### config.mk
export PLATFORM = sky130hd
export DESIGN_NAME = conv_da_mac
export DESIGN_NICKNAME = d
export VERILOG_FILES = /design/src/rtl/conv_da_mac.sv
export SDC_FILE = /design/constraint.sdc
export NUM_CORES = 1
export LEC_CHECK = 0
export CELL_PAD_IN_SITES_DETAIL_PLACEMENT = 0
export CELL_PAD_IN_SITES_GLOBAL_PLACEMENT = 2
export CORE_ASPECT_RATIO = 0.9
export CORE_MARGIN = 4
export CORE_UTILIZATION = 43
export CTS_CLUSTER_SIZE = 16
export DETAILED_ROUTE_END_ITERATION = 7
export GPL_TIMING_DRIVEN = 0
export PLACE_DENSITY_LB_ADDON = 0.1
export SYNTH_ARGS = -nofsm -noshare
export SYNTH_HDL_FRONTEND = slang
export SYNTH_SLANG_ARGS = --single-unit
### constraint.sdc
create_clock -name clk -period 19.7 [get_ports clk]
set_input_delay 3.94 -clock clk [delete_from_list [all_inputs] [get_ports clk]]
set_output_delay 3.94 -clock clk [all_outputs]
set_load 0.01 [all_outputs]
### src/rtl/conv_da_mac.sv
// Distributed-arithmetic dot-product engine: one input bit plane per clock,
// MSB first, with a runtime-programmable partial-sum LUT.
module conv_da_mac #(
   parameter int TAPS  = 4,
   parameter int DW    = 8,
   parameter int LW    = 10,
   parameter int ACC_W = LW + DW
) (
   input  logic                 clk,
   input  logic                 rst,
   input  logic                 cfg_we,
   input  logic [TAPS-1:0]      cfg_addr,
   input  logic [LW-1:0]        cfg_data,
   input  logic                 in_valid,
   output logic                 in_ready,
   input  logic [TAPS*DW-1:0]   in_data,
   input  logic                 in_signed,
   output logic                 out_valid,
   input  logic                 out_ready,
   output logic [ACC_W-1:0]     out_data
);

   localparam int DEPTH = 1 << TAPS;
   localparam int BW    = (DW > 1) ? $clog2(DW) : 1;

   typedef enum logic [1:0] {IDLE, RUN, DONE} state_t;

   state_t               state_q, state_d;
   logic [LW-1:0]        lut_q [DEPTH];
   logic [TAPS*DW-1:0]   vec_q, vec_d;
   logic                 sgn_q, sgn_d;
   logic [ACC_W-1:0]     acc_q, acc_d;
   logic [BW-1:0]        b_q, b_d;
   logic [ACC_W-1:0]     out_q, out_d;
   logic                 ov_q, ov_d;
   logic [TAPS-1:0]      addr;
   logic [ACC_W-1:0]     lut_ext;
   logic                 msb_plane;

   always_ff @(posedge clk or posedge rst) begin
      if (rst) begin
         state_q <= IDLE;
         vec_q   <= '0;
         sgn_q   <= 1'b0;
         acc_q   <= '0;
         b_q     <= '0;
         out_q   <= '0;
         ov_q    <= 1'b0;
      end else begin
         state_q <= state_d;
         vec_q   <= vec_d;
         sgn_q   <= sgn_d;
         acc_q   <= acc_d;
         b_q     <= b_d;
         out_q   <= out_d;
         ov_q    <= ov_d;
      end
   end

   // Writes land at the edge, so a same-cycle lookup still sees the old entry.
   always_ff @(posedge clk or posedge rst) begin
      if (rst) begin
         for (int i = 0; i < DEPTH; i++) lut_q[i] <= '0;
      end else if (cfg_we) begin
         lut_q[cfg_addr] <= cfg_data;
      end
   end

   always_comb begin
      state_d = state_q;
      unique case (state_q)
         IDLE:    if (in_valid) state_d = RUN;
         RUN:     if (b_q == '0) state_d = DONE;
         DONE:    if (out_ready) state_d = IDLE;
         default: state_d = IDLE;
      endcase
   end

   always_comb begin
      addr = '0;
      for (int i = 0; i < TAPS; i++) addr[i] = vec_q[i*DW + int'(b_q)];
      lut_ext   = ACC_W'(lut_q[addr]);
      msb_plane = (b_q == BW'(DW - 1));
   end

   always_comb begin
      vec_d = vec_q;
      sgn_d = sgn_q;
      acc_d = acc_q;
      b_d   = b_q;
      out_d = out_q;
      unique case (state_q)
         IDLE: begin
            if (in_valid) begin
               vec_d = in_data;
               sgn_d = in_signed;
               acc_d = '0;
               b_d   = BW'(DW - 1);
            end
         end
         RUN: begin
            // The sign plane carries negative weight in two's complement.
            if (msb_plane && sgn_q) acc_d = (acc_q << 1) - lut_ext;
            else                    acc_d = (acc_q << 1) + lut_ext;
            if (b_q != '0) b_d = b_q - BW'(1);
            else           out_d = acc_d;
         end
         default: ;
      endcase
      ov_d = (state_d == DONE);
   end

   always_comb begin
      in_ready  = (state_q == IDLE);
      out_valid = ov_q;
      out_data  = out_q;
   end

endmodule

==> run summary <==
initial DRC count: 585
Final setup viols: 0
vias in the first global route: 8,755
port buffer count: 71
hold crit path type: reg2reg
Slew Viols, Final: 0
mux cell area share after synthesis: 0.187
core area: 26,900 sq um
Hold Path Depth: 2
Clock Skew: 0.0112 ns
busiest grt layer: met1
DRT antenna net count: 0
via count: 8,646
min Tclk post-route: 6.06 ns
GR Util met3: 0.0333
ys async rst share: 1.00
Worst-Skew Late Latency: 0.54 ns
Clock transition at path regs: 0.06 ns
Crit path top cell by count: o21ai_0
antenna diode count: 0
I/O pins: 72
critical path fanouts, max: 10
global-route wire length before repair: 51.3 mm
HP Start: vec_q[16]
Crit path depth: 22
worst reg2reg path endpoint: out_data[15]
Max-cap violations: 0
Slew HR: 0.0844
worst path bufs/invs: 4
Slew @ Worst Pin: 1.37 ns
Post-synth top flop: dfrtp_1
crit path launch type: flip-flop
CP peak stage delay: 0.75 ns
Synth Area in Adders: 0.0269
Distinct cells, synth: 54
antenna violations before repair: 0
Final Hold Fails: 0
number of synthesized flops with an enable pin: 0
CP max stage cell: clkbuf_1
layout cells sized above 1: 0.193
clk root buf: clkbuf_16
pin count of the biggest net entering global routing: 107
synth warn: 0
Compound-Gate Fraction of Synth Area: 0.0965
Syn Std Cell Area: 11,700 sq um
dpl ws: 13.46 ns
Initial Util: 0.436
crit path DAT: 6.47 ns
Layout area overhead: 18.1%
die width: 182 microns
Die Y: 165 microns
DRC: 0
post-CTS setup buffers: 0
largest family of logic cells by synthesized area: multiplexers
crit-path cells: buf_6 > mux4_2 > mux2i_4 > buf_2 > clkbuf_1 > nor2_1 > nor2_1 > o21ai_0 > o211ai_1 > o31a_1 > ha_1 > inv_1 > fa_1 > nand3b_1 > a21boi_0 > o21ai_0 > a21oi_1 > o211ai_1 > a21boi_0 > o21ai_0 > a211oi_2 > o21ai_1
total grt overflow: 0
final wirelength: 32.2 mm
CTS Hold Bufs: 0
setup ws final: 13.64 ns
fmax: 0.165 GHz
DR vias/cell: 5.43
FF+latch count, synth: 234
fillers: 2,494
HPWL Detailed: 22.7 mm
Post-Synth Simple-Gate Area: 0.146
register area share after synthesis: 0.500
status: finished clean
Syn Nets: 1,191
Hold Path Sink: vec_q[16]
period utilization: 0.308
met2 usage: 0.331
kind of end point of the critical path: flip-flop
Critical R2R Launch: b_q[0]
Die ar.: 29,900 sq um
RSZ-0062 raised after global routing: no
cts bufs inserted: 27
Reg2Reg Setup Slack: 13.64 ns
Overall Global Routing Usage: 0.218
CP delay by family, top: compound AO/OA/AOI/OAI gates
DR WL/cell: 20.3 microns
crit path kind: reg2reg
FP Rows: 57
Post-Synth XOR/XNOR Area: 0.0112
H-tree depth: 1
GPL Wtd Cong: 0.796
Worst EP required: 20.11 ns
Final Net Count: 1,293
Num Clock Sinks: 234
CTS tree: built
R2R depth: 22
grt met1 use: 0.334
TritonRoute pass-1 iters: 5
Worst setup startpoint: b_q[0]
Synth Instances: 1,115
Gates resized, CTS repair: 0
Final TNS setup: 0 ns
Syn Area/Cell: 10.5 sq um
CTS Buffer Depth: 3
-- how the worst max path moves through the flow --
stage / to / slack [ns]
global route: out_data[15] / 13.24
CTS: out_data[15] / 13.59
floorplan: acc_q[0] / 9.34
finish: out_data[15] / 13.64
global placement: out_data[11] / 5.97
detailed placement: lut_q[11] / 13.46
-- logic make-up (layout without fill, tap and decap cells) --
| kind of cell | Yosys count | after routing |
|---|---|---|
| flops | 234 | 234 |
| mux | 182 | 182 |
| simple gates | 396 | 396 |
| buf+inv | 96 | 218 |
| fa+ha+maj | 24 | 24 |
| compound gates | 168 | 168 |
| xor+xnor | 15 | 15 |
-- tightest hold or removal path: cells and delay by family, from the launching register on --
| kind | cells | cell delay (ns) |
|---|---|---|
| flops | 1 | 0.33 |
| simple gates | 2 | 0.10 |
-- registers in the layout (all words and copies together), names as in the netlist --
name       cells
b_q            3
out_valid      1
out_data      18
vec_q         32
acc_q         17
lut_q        160
sgn_q          1
state_q        2
-- through the flow --
stage | std cells | hold WS [ns] | utilization | cell area [sq um]
after global placement | 1540 | 0.453 | 0.479 | 12900
after global routing | 1591 | 0.494 | 0.514 | 13800
after detailed placement | 1542 | 0.458 | 0.481 | 12900
final | 1591 | 0.470 | 0.514 | 13800
after floorplan | 1115 | 0.437 | - | 11700
after CTS | 1591 | 0.473 | 0.514 | 13800
-- cells in the final DEF, fill, tap and decap left out, types with 11 or more instances in the layout --
cell type          n
dfrtp_1          234
nand2_1          211
mux2_2           163
nor2_1            81
clkdlybuf4s50_1   71
clkbuf_1          65
o21ai_0           44
nand3_1           41
clkbuf_16         27
inv_1             24
ha_1              22
and2_1            20
a211oi_1          20
o211ai_1          20
a21oi_1           19
a311oi_1          18
o21ai_1           13
buf_2             11
-- synthesized netlist by cell type, types with 2 or more instances --
master	n	area [sq um]
nor4_1	5	31.3
mux4_2	7	158
and2_1	20	125
nand2_1	211	792
mux4_1	3	78.8
clkbuf_1	58	218
or2_2	3	18.8
o31ai_1	4	30.0
fa_1	2	40.0
o21ai_1	13	65.1
nor3b_1	2	15.0
o211ai_1	20	150
and3_1	3	18.8
nand3b_1	3	22.5
dfrtp_1	234	5860
nor3_1	5	25.0
nand2b_1	8	50.1
xor2_1	6	52.6
nor2b_1	4	25.0
o21ai_0	44	220
o21bai_1	3	22.5
nand4_1	2	12.5
buf_2	11	55.1
mux2i_4	2	45.0
or3_1	3	18.8
o31a_1	9	78.8
ha_1	22	275
a31oi_1	5	31.3
a211oi_1	20	150
a21o_1	2	15.0
a21oi_1	19	95.1
a22oi_2	2	25.0
mux2_2	163	1840
a311oi_1	18	158
inv_1	25	93.8
mux2i_1	7	70.1
xnor2_1	9	78.8
nor2_1	81	304
a21boi_0	2	15.0
nand3_1	41	205
-- per-layer routing --
| metal | vias to the layer above | routed length, microns |
|---|---|---|
| met1 | 4345 | 16000 |
| met5 | - | 0 |
| li1 | 4089 | - |
| met2 | 174 | 14100 |
| met3 | 38 | 1500 |
| met4 | 0 | 627 |
-- cell type report --
| cell class | count | area, sq um | area share |
|---|---|---|---|
| Sequential cell | 234 | 5860 | 0.423 |
| Clock buffer | 42 | 812 | 0.0587 |
| Timing Repair Buffer | 73 | 766 | 0.0554 |
| Buffer | 71 | 288 | 0.0208 |
| Multi-Input combinational cell | 785 | 5480 | 0.396 |
| Clock inverter | 7 | 88.8 | 0.00642 |
| Inverter | 25 | 101 | 0.00733 |
| Tap cell | 354 | 443 | 0.0320 |
Power is not shown: default switching activity piles up to over one toggle a cycle in this logic, so the estimate is an artifact.
